--- config.mk ---
export PLATFORM = sky130hd
export DESIGN_NAME = seq_detector_flat
export DESIGN_NICKNAME = d
export VERILOG_FILES = /design/src/rtl/seq_pkg.sv /design/src/rtl/seq_detector_if.sv /design/src/rtl/seq_next_len.sv /design/src/rtl/seq_detector.sv /design/src/flat_wrapper.sv
export SDC_FILE = /design/constraint.sdc
export NUM_CORES = 1
export LEC_CHECK = 0
export ABC_AREA = 1
export BUFFER_PORTS_ARGS = -buffer_cell sky130_fd_sc_hd__buf_2
export CORE_MARGIN = 2
export CORE_UTILIZATION = 50
export CTS_CLUSTER_SIZE = 20
export DETAILED_ROUTE_END_ITERATION = 10
export PLACE_DENSITY = 0.75
export SYNTH_ARGS = -nofsm -noshare
export SYNTH_HDL_FRONTEND = slang
export SYNTH_HIERARCHICAL = 1
export SYNTH_SLANG_ARGS = --single-unit
--- constraint.sdc ---
create_clock -name clk -period 2.5 [get_ports clk]
set_clock_uncertainty 0.05 [all_clocks]
set_input_delay 0.625 -clock clk [delete_from_list [all_inputs] [get_ports clk]]
set_output_delay 0.625 -clock clk [all_outputs]
set_load 0.01 [all_outputs]
--- src/rtl/seq_pkg.sv ---
// Shared defaults and elaboration-time helpers for the serial pattern detector.
package seq_pkg;

    localparam int          DEF_PAT_W   = 4;
    localparam logic [31:0] DEF_PATTERN = 32'b1011;
    localparam int          DEF_CNT_W   = 8;

    // Bit i of the pattern in arrival order (i = 0 is the first bit received).
    function automatic logic pat_bit(input logic [31:0] pat, input int w, input int i);
        return pat[w-1-i];
    endfunction

    // Failure function: longest proper prefix of the first k pattern bits
    // that is also a suffix of them.
    function automatic int fail_len(input logic [31:0] pat, input int w, input int k);
        int  res;
        logic ok;
        res = 0;
        for (int l = 1; l < k; l++) begin
            ok = 1'b1;
            for (int j = 0; j < l; j++) begin
                if (pat_bit(pat, w, j) != pat_bit(pat, w, k - l + j)) ok = 1'b0;
            end
            if (ok) res = l;
        end
        return res;
    endfunction

    // Longest pattern prefix that is a suffix of (prefix mp followed by b).
    function automatic int next_len(input logic [31:0] pat, input int w, input int mp, input logic b);
        int  res;
        int  top;
        logic ok;
        res = 0;
        top = (mp + 1 > w) ? w : mp + 1;
        for (int l = 1; l <= top; l++) begin
            ok = (pat_bit(pat, w, l - 1) == b);
            for (int j = 0; j < l - 1; j++) begin
                if (pat_bit(pat, w, j) != pat_bit(pat, w, mp - l + 1 + j)) ok = 1'b0;
            end
            if (ok) res = l;
        end
        return res;
    endfunction

endpackage

--- src/rtl/seq_detector_if.sv ---
// Serial-bit and match-status bundle between a front-end and the detector.
interface seq_detector_if
    import seq_pkg::*;
#(
    parameter int CNT_W = DEF_CNT_W
);
    logic             en;
    logic             x;
    logic             overlap;
    logic             clr_cnt;
    logic             y;
    logic [CNT_W-1:0] count;
    logic             busy;

    modport master (output en, x, overlap, clr_cnt, input y, count, busy);
    modport slave  (input en, x, overlap, clr_cnt, output y, count, busy);
endinterface

--- src/rtl/seq_next_len.sv ---
// Combinational next-matched-length lookup; transition tables are constants
// built at elaboration from the pattern.
module seq_next_len
    import seq_pkg::*;
#(
    parameter int               PAT_W   = DEF_PAT_W,
    parameter logic [PAT_W-1:0] PATTERN = PAT_W'(DEF_PATTERN),
    localparam int              MW      = $clog2(PAT_W + 1)
) (
    input  logic [MW-1:0] i_m,
    input  logic          i_b,
    input  logic          i_overlap,
    output logic [MW-1:0] o_m
);
    localparam logic [31:0] PAT32     = 32'(PATTERN);
    localparam int          FAIL_FULL = fail_len(PAT32, PAT_W, PAT_W);

    logic [MW-1:0] w_base;
    logic [MW-1:0] w_nxt0 [PAT_W+1];
    logic [MW-1:0] w_nxt1 [PAT_W+1];

    // Entry PAT_W is never selected (the base is always folded below PAT_W)
    // but keeps the table size matched to the index width.
    for (genvar g = 0; g <= PAT_W; g++) begin : g_len
        localparam int N0 = next_len(PAT32, PAT_W, g, 1'b0);
        localparam int N1 = next_len(PAT32, PAT_W, g, 1'b1);
        assign w_nxt0[g] = MW'(N0);
        assign w_nxt1[g] = MW'(N1);
    end

    // After a full match, restart from the failure length or from empty.
    always_comb begin
        w_base = i_m;
        if (i_m == MW'(PAT_W)) w_base = i_overlap ? MW'(FAIL_FULL) : '0;
    end

    assign o_m = i_b ? w_nxt1[w_base] : w_nxt0[w_base];

endmodule

--- src/rtl/seq_detector.sv ---
// Serial bit-pattern detector: matched-length register, registered match
// pulse and saturating match counter.
module seq_detector
    import seq_pkg::*;
#(
    parameter int               PAT_W   = DEF_PAT_W,
    parameter logic [PAT_W-1:0] PATTERN = PAT_W'(DEF_PATTERN),
    parameter int               CNT_W   = DEF_CNT_W
) (
    input  logic          clk,
    input  logic          rst,
    seq_detector_if.slave sd
);
    localparam int MW = $clog2(PAT_W + 1);

    logic [MW-1:0]    r_m;
    logic             r_y;
    logic [CNT_W-1:0] r_count;
    logic [MW-1:0]    w_next;
    logic             w_match;

    seq_next_len #(
        .PAT_W   (PAT_W),
        .PATTERN (PATTERN)
    ) u_next (
        .i_m       (r_m),
        .i_b       (sd.x),
        .i_overlap (sd.overlap),
        .o_m       (w_next)
    );

    assign w_match = (w_next == MW'(PAT_W));

    // Matched length advances only on accepted bits.
    always_ff @(posedge clk) begin
        if (rst)        r_m <= '0;
        else if (sd.en) r_m <= w_next;
    end

    // Match pulse lasts one cycle per completing accepted bit.
    always_ff @(posedge clk) begin
        if (rst) r_y <= 1'b0;
        else     r_y <= sd.en & w_match;
    end

    // Saturating counter; clear wins over a coincident increment.
    always_ff @(posedge clk) begin
        if (rst)                                     r_count <= '0;
        else if (sd.clr_cnt)                         r_count <= '0;
        else if (sd.en && w_match && r_count != '1)  r_count <= r_count + 1'b1;
    end

    assign sd.y     = r_y;
    assign sd.count = r_count;
    assign sd.busy  = (r_m != '0) && (r_m != MW'(PAT_W));

endmodule

--- src/flat_wrapper.sv ---
// flat-port wrapper written by rule: the top's interface ports become plain ports
module seq_detector_flat import seq_pkg::*;
#(
    parameter int               PAT_W   = DEF_PAT_W,
    parameter logic [PAT_W-1:0] PATTERN = PAT_W'(DEF_PATTERN),
    parameter int               CNT_W   = DEF_CNT_W
)
  (clk, rst, sd_en, sd_x, sd_overlap, sd_clr_cnt, sd_y, sd_count, sd_busy);
  seq_detector_if #(.CNT_W(CNT_W)) sd_i ();
  input  logic clk;
  input  logic rst;
  input wire logic [$bits(sd_i.en)-1:0] sd_en;
  input wire logic [$bits(sd_i.x)-1:0] sd_x;
  input wire logic [$bits(sd_i.overlap)-1:0] sd_overlap;
  input wire logic [$bits(sd_i.clr_cnt)-1:0] sd_clr_cnt;
  output wire logic [$bits(sd_i.y)-1:0] sd_y;
  output wire logic [$bits(sd_i.count)-1:0] sd_count;
  output wire logic [$bits(sd_i.busy)-1:0] sd_busy;
  assign sd_i.en = sd_en;
  assign sd_i.x = sd_x;
  assign sd_i.overlap = sd_overlap;
  assign sd_i.clr_cnt = sd_clr_cnt;
  assign sd_y = sd_i.y;
  assign sd_count = sd_i.count;
  assign sd_busy = sd_i.busy;
  seq_detector #(.PAT_W(PAT_W), .PATTERN(PATTERN), .CNT_W(CNT_W)) u_core (.clk(clk), .rst(rst), .sd(sd_i));
endmodule
After elaboration in Yosys (flattened, before gate mapping):

Memory sizes are Yosys's and may differ from the RTL's.
Index checks and enable logic that the tools add are counted.

* $lt $le $gt $ge: 1
* equal/unequal tests: 4
* mux-type cells: 7
* reductions and logical operators: 5
* bitwise operators: 2
* add/sub/neg operators: 1

Operator list (number)
* $mux 3: 6
* $add 8x1->8 const B: 1
* $ne 8x8->1 const B: 1
* $eq 3x3->1 const B: 2
* $ge 4x4->1 const B: 1
* $not 3->4: 1
* $logic_and 1x1->1: 3
* $ne 3x3->1 const B: 1
* $reduce_bool 3->1: 1
* $reduce_or 2->1: 1
* $and 1x1->1: 1
* $mux 1: 1

* logic and storage cells: 25
* output and inout bits: 10
* memories kept: 2
* register bits: 12
* input port bits: 6
* bits in read-only memories: 48

Memories
* (no name shown): depth 8, bits a word 3, rd ports 1, clocked after Yosys merged registers in 0, wr ports 0, line seq_next_len.sv:37 `assign o_m = i_b ? w_nxt1[w_base] : w_nxt0[w_base];`
* (no name shown): depth 8, bits a word 3, rd ports 1, clocked after Yosys merged registers in 0, wr ports 0, line seq_next_len.sv:37

Depth between registers and ports, before layout:

Gate-level depths: netlist (run 1).

* depth in word-level cells: 10
* gate-level depth with buffers: 12
* gate-level depth less buffers: 12

By module:

The synthesis (run 1) kept the hierarchy.

By module, submodules not included
* seq_detector: instances 1, area an instance 629.4 sq um, sequential area each 240.2 sq um, cells each 90
* seq_next_len: instances 1, area an instance 58.8 sq um, sequential area each 0.0 sq um, cells each 13

Worst setup path after synthesis (run 1):

No wires, ideal clock.

* path type: input to register
* start: input sd_overlap
* end: register u_core.r_count[6] (netlist: u_core/sd.count[6])
* cell stages on the path: 10
* path buffers: 0
* arrival time: 1.425 ns
* setup slack: 0.910 ns
* required time: 2.335 ns
* setup time: 0.115 ns
* path through: o21ai_2 nand3_1 nand2_1 inv_1 nor2_2 nand2_4 nor2_1 nand4_1 nand2_1 nor2_1

* cells in the longest elaborated chain, start to end: 10
* elaborated cells on any way between the ends: 13
* classes of those cells: eq/ne: 1; mux: 7; bitwise: 1; reduce/logical: 2; memory: 2

Ends and longest elaborated chain
* start, declared: line flat_wrapper.sv:14 `input wire logic [$bits(sd_i.overlap)-1:0] sd_overlap;`
* $mux 1 (*): line seq_next_len.sv:34 `if (i_m == MW'(PAT_W)) w_base = i_overlap ? MW'(FAIL_FULL) : '0;`
* $mux 3 (*): line seq_next_len.sv:34
* $not 3->4 (not written as such) (*): line seq_next_len.sv:37
* $mem_v2 8x3
* $mux 3 (not written as such) (2 in a row): line seq_next_len.sv:37
* $mux 3 (*): line seq_next_len.sv:37
* net u_core.w_next[1]: line seq_detector.sv:19 `logic [MW-1:0] w_next;`
* $eq 3x3->1 (*): line seq_detector.sv:32 `assign w_match = (w_next == MW'(PAT_W));`
* $logic_and 1x1->1 (*) (2 in a row): line seq_detector.sv:50 `else if (sd.en && w_match && r_count != '1) r_count <= r_count + 1'b1;`
* end signal, assigned: line seq_detector.sv:50
* end, declared: line seq_detector.sv:18 `logic [CNT_W-1:0] r_count;`

Mark *: on every way through the listed nets, which the timed path passes. The rest lies on a longest branch. The select of a mux whose other input is x is not followed.
A chain may end at the register's enable or synchronous reset.

Worst setup path after layout (run 1):

* start: register u_core.r_m[0]
* end: output sd_busy

* cells in the longest elaborated chain, start to end: 2
* elaborated cells on any way between the ends: 3
* classes of those cells: eq/ne: 1; reduce/logical: 2

Ends and longest elaborated chain
* start, declared: line seq_detector.sv:16 `logic [MW-1:0] r_m;`
* start signal, assigned: line seq_detector.sv:37 `else if (sd.en) r_m <= w_next;`
* $ne 3x3->1 or $reduce_bool 3->1 (tied branches): line seq_detector.sv:55 `assign sd.busy = (r_m != '0) && (r_m != MW'(PAT_W));`
* $logic_and 1x1->1 (*): line seq_detector.sv:55
* end, declared: line flat_wrapper.sv:18 `output wire logic [$bits(sd_i.busy)-1:0] sd_busy;`

Mark *: on every way between the ends. The rest lies on a longest branch, timed or not.

==> results_dict.tcl, run 1 <==
set metrics [dict create \
    timing.rr.end "u_core/sd.count[6]" \
    ant_nets 0 \
    clk_latency_ns 0.27 \
    yosysWarnings 6 \
    syn_inst 103 \
    pwr_density_cell_nw_per_um2 452 \
    syn2layout_area_growth_pct 18.9 \
    synth-seq-cells 12 \
    wl_um 1370 \
    seq_area_sq_um 240 \
    startpoint "u_core/r_m[0]" \
    grt_overflow 0 \
    grt_pass1_wl_um 2210 \
    grt_pass1_vias 546 \
    drive_above_1_share 0.270 \
    route.detailed.drc 0 \
    fin_total_pwr_uw 370 \
    max_cap_violations 0 \
    min_from "u_core/sd.count[1]" \
    path_clk_slew_ns 0.08 \
    design.die.area_sq_um 1690 \
    r2r_start "u_core/r_m[1]" \
    multi_input_area_sq_um 389 \
    arrival_ns 1.04 \
    clockBufferDepth 2 \
    drv_slew 0 \
    reg2reg_slack_ns 1.00 \
    die_x_um 41.1 \
    avgViaCountPerCell 4.99 \
    hpwl_um 1050 \
    htree_levels 1 \
    coreArea_sq_um 1300 \
    grt_max_degree 9 \
    setup_violations 0 \
    layout.nets 130 \
    antenna_cells 0 \
    min_period_over_period 0.687 \
    finalNonFillerCells 137 \
    fmax_mhz 582 \
    cts_hold_buf 0 \
    place.port_buffers 15 \
    synthTopCellsByArea "dfxtp_1, nand2_1, inv_1, nor2_1, a21oi_1" \
    hp-class "reg -> reg" \
    slew_headroom 0.684 \
    cp_max_fo 4 \
    synth_nets 110 \
    synth_seq_area_share 0.349 \
    grt_antenna_before_repair 0 \
    hold_depth 2 \
    synthesis.area_per_instance_sq_um 6.68 \
    post_cts_buffers 0 \
    synth.top_cell.area_share 0.349 \
    synth_cell_types 19 \
    min_to "u_core/sd.count[1]" \
    cts_tree "built" \
    initial_core_util 0.529 \
    cts_buffers 3 \
    dieHeight_um 41.1 \
    dp_cells 133 \
    num_io_pins 16 \
    drt_iter0_drc 11 \
    max-vdd-ir-drop_uv 298 \
    synth_area_sq_um 688 \
    critPathKind "reg -> out" \
    first_pass_iters 4 \
    wl_per_cell_um 9.96 \
    tightest_slew_ns 0.473 \
    cts_sinks 12 \
    outcome "finished clean" \
    p_leak_uw 0.000389 \
    cp.required_ns 1.82 \
    track_usage 0.206 \
    cts_root_buf "clkbuf_4" \
    setup_tns_ns 0 \
    yosys.area.top_type "dfxtp_1" \
    cp-end-kind "primary output" \
    rsz0062_at_grt "no" \
    gp_congestion 0.724 \
    final_core_util 0.629 \
    vias 683 \
    post_cts_resized 0 \
    critPathLaunchType "flip-flop" \
    fillers 129 \
    reg2regPathDepth 10 \
    finalCriticalPeriod_ns 1.72 \
    placementRows 13 \
    hold_viol 0 \
]
-- registers in the layout (all words and copies together), names as in the netlist --
name and count:
u_core/sd.count 8, u_core/r_m 3, u_core/sd.y 1
-- cell families (layout without fill, tap and decap cells) --
family	count (synthesis)	count (layout)	synth area share
compound gates	10	10	0.0836
simple gates	65	65	0.464
fa+ha+maj	1	1	0.0182
flops	12	12	0.349
buf+inv	15	34	0.0855
-- routing by layer --
layer	up-vias	wire, um	GRT usage
met3	4	83	0.0652
met1	299	688	0.252
met4	0	20	0.121
met2	17	573	0.313
li1	363	-	-
met5	-	0	0
-- layout by cell type (no fill, tap or decap), types with 3 or more instances in the layout --
cell type and n:
nor2_1 13, a21oi_1 8, clkbuf_4 3, dfxtp_1 12
nand2_4 3, nand4_1 4, buf_2 15, inv_1 13
nand3_1 8, nand2_1 28
-- report_power, final --
part           switching [uW]  total (uW)  internal [uW]
sequential               1.82         194            193
clock                    63.8         152           88.6
combinational            14.0        23.0           9.07
total                    79.6         370            290
-- stage by stage --
stage | hold slack (ns) | cell area, sq um | setup WS [ns]
6_report | 0.448 | 818 | 0.781
5_1_grt | 0.483 | 818 | 0.746
4_1_cts | 0.448 | 818 | 0.771
3_5_place_dp | 0.438 | 782 | 0.681
3_3_place_gp | 0.429 | 782 | 0.699
2_1_floorplan | 0.403 | 688 | 0.910
-- cell usage after synthesis --
cell and count:
a21oi_1 8, dfxtp_1 12, nor3_1 1, nor2_1 13, inv_1 13, nand2_2 2
or2_2 1, ha_1 1, nor2_4 2, nand4_1 4, o21ai_2 1, nand2_1 28
nor2_2 2, inv_4 1, inv_2 1, nand3b_1 1, nand3_1 8, a21oi_2 1
nand2_4 3
-- area by class of cell --
cell class | instances | area share
Multi-Input combinational cell | 76 | 0.476
Sequential cell | 12 | 0.294
Timing Repair Buffer | 15 | 0.0917
Inverter | 15 | 0.0719
Clock buffer | 4 | 0.0443
Tap cell | 15 | 0.0229
-- worst max-delay path by stage --
| stage | endpoint | slack (ns) | depth (start not counted) |
|---|---|---|---|
| 2_1_floorplan | u_core/sd.count[6] | 0.91 | 10 |
| 3_3_place_gp | u_core/sd.count[6] | 0.70 | 11 |
| 3_5_place_dp | u_core/sd.count[6] | 0.68 | 11 |
| 4_1_cts | sd_busy | 0.77 | 2 |
| 5_1_grt | sd_busy | 0.75 | 2 |
| 6_report | sd_busy | 0.78 | 2 |
-- worst max-delay path: stages (launching register included) --
cell and delay [ns]:
dfxtp_1 0.34, or2_2 0.29, buf_2 0.14
(Power assumes the default switching activity.)
==> inputs of run 2 (changes only) <==
--- a/config.mk
+++ b/config.mk
@@ -8,10 +8,10 @@
 export ABC_AREA = 1
 export BUFFER_PORTS_ARGS = -buffer_cell sky130_fd_sc_hd__buf_2
 export CORE_MARGIN = 2
-export CORE_UTILIZATION = 50
+export CORE_UTILIZATION = 45
 export CTS_CLUSTER_SIZE = 20
 export DETAILED_ROUTE_END_ITERATION = 10
-export PLACE_DENSITY = 0.75
+export PLACE_DENSITY = 0.71
 export SYNTH_ARGS = -nofsm -noshare
 export SYNTH_HDL_FRONTEND = slang
 export SYNTH_HIERARCHICAL = 1
==> constraint.sdc (replaced) <==
create_clock -name clk -period 1.5 [get_ports clk]
set_clock_uncertainty 0.05 [all_clocks]
set_input_delay 0.375 -clock clk [delete_from_list [all_inputs] [get_ports clk]]
set_output_delay 0.375 -clock clk [all_outputs]
set_load 0.01 [all_outputs]
==> run 2 against run 1 <==
Compared with the run above:
- core utilization is 2.5 points lower
- final cell count up 2.9%
- non-clock buffer count increased by 3
- critical path type unchanged
- largest power group unchanged
==> results_dict.tcl, run 2 (same netlist as run 1, synthesis figures left out) <==
set metrics [dict create \
    gp_congestion 0.885 \
    grt_overflow 0 \
    largest_register_ffs 8 \
    layout_common_cells "nand2_1, buf_2, inv_1, nor2_1, dfxtp_1" \
    outcome "finished clean" \
    tightest_slew_ns 0.395 \
    dieHeight_um 43.1 \
    num_io_pins 16 \
    path_depth 2 \
    worst_slack_ns 0.0366 \
    grt_pass1_vias 588 \
    drv_slew 0 \
    placementRows 14 \
    vias 703 \
    wl_per_cell_um 10.6 \
    wl_um 1500 \
    design.die.area_sq_um 1860 \
    r2r_start "u_core/r_m[1]" \
    timing.rr.end "u_core/sd.count[1]" \
    clockBufferDepth 2 \
    critPathLaunchType "flip-flop" \
    route.detailed.drc 0 \
    ant_nets 0 \
    finalCriticalPeriod_ns 1.46 \
    die_x_um 43.1 \
    rsz0062_at_grt "yes" \
    cp-end-kind "primary output" \
    reg2reg_slack_ns 0.09 \
    setup_violations 0 \
    syn2layout_area_growth_pct 29.1 \
    layout.nets 133 \
    finalNonFillerCells 141 \
    min_period_over_period 0.976 \
    slew_headroom 0.735 \
    track_usage 0.181 \
    dp_cells 135 \
    path_clk_slew_ns 0.08 \
    avgViaCountPerCell 4.99 \
    cts_tree "built" \
    drt_iter0_drc 11 \
    htree_levels 1 \
    crit_family "flip-flops" \
    first_pass_iters 4 \
    fin_total_pwr_uw 627 \
    pwr_density_cell_nw_per_um2 705 \
    startpoint "u_core/r_m[0]" \
    crit_path_end "sd_busy" \
    cts_sinks 12 \
    cp.required_ns 1.07 \
    p_leak_uw 0.000410 \
    path_buf_inv 1 \
    fmax_mhz 683 \
    grt_max_degree 9 \
    crit_path_cell_trace "or2_2 -> buf_6" \
    critPathKind "reg -> out" \
    clk_latency_ns 0.27 \
    max-vdd-ir-drop_uv 395 \
    critical-path-slowest-cell "dfxtp_1" \
    hp-class "in -> reg" \
    grt_pass1_wl_um 2530 \
    dp_slack_ns -0.0892 \
    place.port_buffers 15 \
    grt_antenna_before_repair 0 \
    cp_max_fo 4 \
    initial_core_util 0.468 \
    cts_buffers 3 \
    cts_hold_buf 0 \
    antenna_cells 0 \
    coreArea_sq_um 1470 \
    cts_root_buf "clkbuf_4" \
    hpwl_um 1090 \
    max_cap_violations 0 \
    max_stage_delay_ns 0.34 \
    layout_commonest_cell "nand2_1" \
    arrival_ns 1.04 \
    drive_above_1_share 0.336 \
    hold_viol 0 \
    reg2regPathDepth 12 \
]
## run 2: area by class of cell
cell class | instances | area, sq um
fill | 129 | 583
multi-input combinational | 76 | 409
sequential | 12 | 245
timing repair buffer | 18 | 116
inverter | 15 | 61.3
clock buffer | 4 | 36.3
tap | 16 | 20.0
## run 2: through the flow
step | hold slack, ns | setup TNS (ns) | util | area [sq um]
after floorplan | 0.394 | 0 | - | 688
final | 0.263 | 0 | 0.604 | 888
after global routing | 0.265 | -0.147 | 0.604 | 888
after global placement | 0.432 | -0.0839 | 0.537 | 791
after detailed placement | 0.440 | -0.223 | 0.537 | 791
after CTS | 0.254 | 0 | 0.562 | 827
## run 2: routing by layer
layer,part of all wire,GRT usage,vias to the layer above
met5,0,0,-
li1,-,-,372
met1,0.44,0.236,309
met2,0.48,0.269,20
met3,0.061,0.0553,2
met4,0.014,0.0909,0
## run 2: report_power, final
part	leakage [uW]	internal [uW]	switching [uW]
logic	0.000291	18.8	26.6
clock network	0.0000210	148	111
registers	0.0000981	320	2.79
## run 2: how the worst min path moves through the flow
stage,slack [ns],startpoint,depth (start not counted),endpoint
floorplan,0.39,rst,1,u_core/r_m[0]
global placement,0.43,u_core/r_m[0],2,u_core/r_m[0]
detailed placement,0.44,u_core/sd.count[1],2,u_core/sd.count[1]
CTS,0.25,rst,2,u_core/r_m[2]
global route,0.26,rst,2,u_core/r_m[1]
finish,0.26,rst,2,u_core/r_m[1]
## run 2: repair_timing
action / CTS / global route
setup endpoints to repair: 0 / 9
buffers inserted: 0 / 2
endpoints found under the hold margin: 0 / 0
resized for setup: 0 / 11
## run 2: worst reg2reg max path, stage by stage (launching register included)
cell and delay (ns):
dfxtp_4 0.36, o21ai_2 0.12, nand2_1 0.06, nand2_1 0.06, nand2_1 0.06, inv_2 0.08
nor2_4 0.05, nand2_4 0.10, inv_6 0.05, buf_12 0.12, nand2_4 0.07, nand2_1 0.05
a21oi_1 0.12
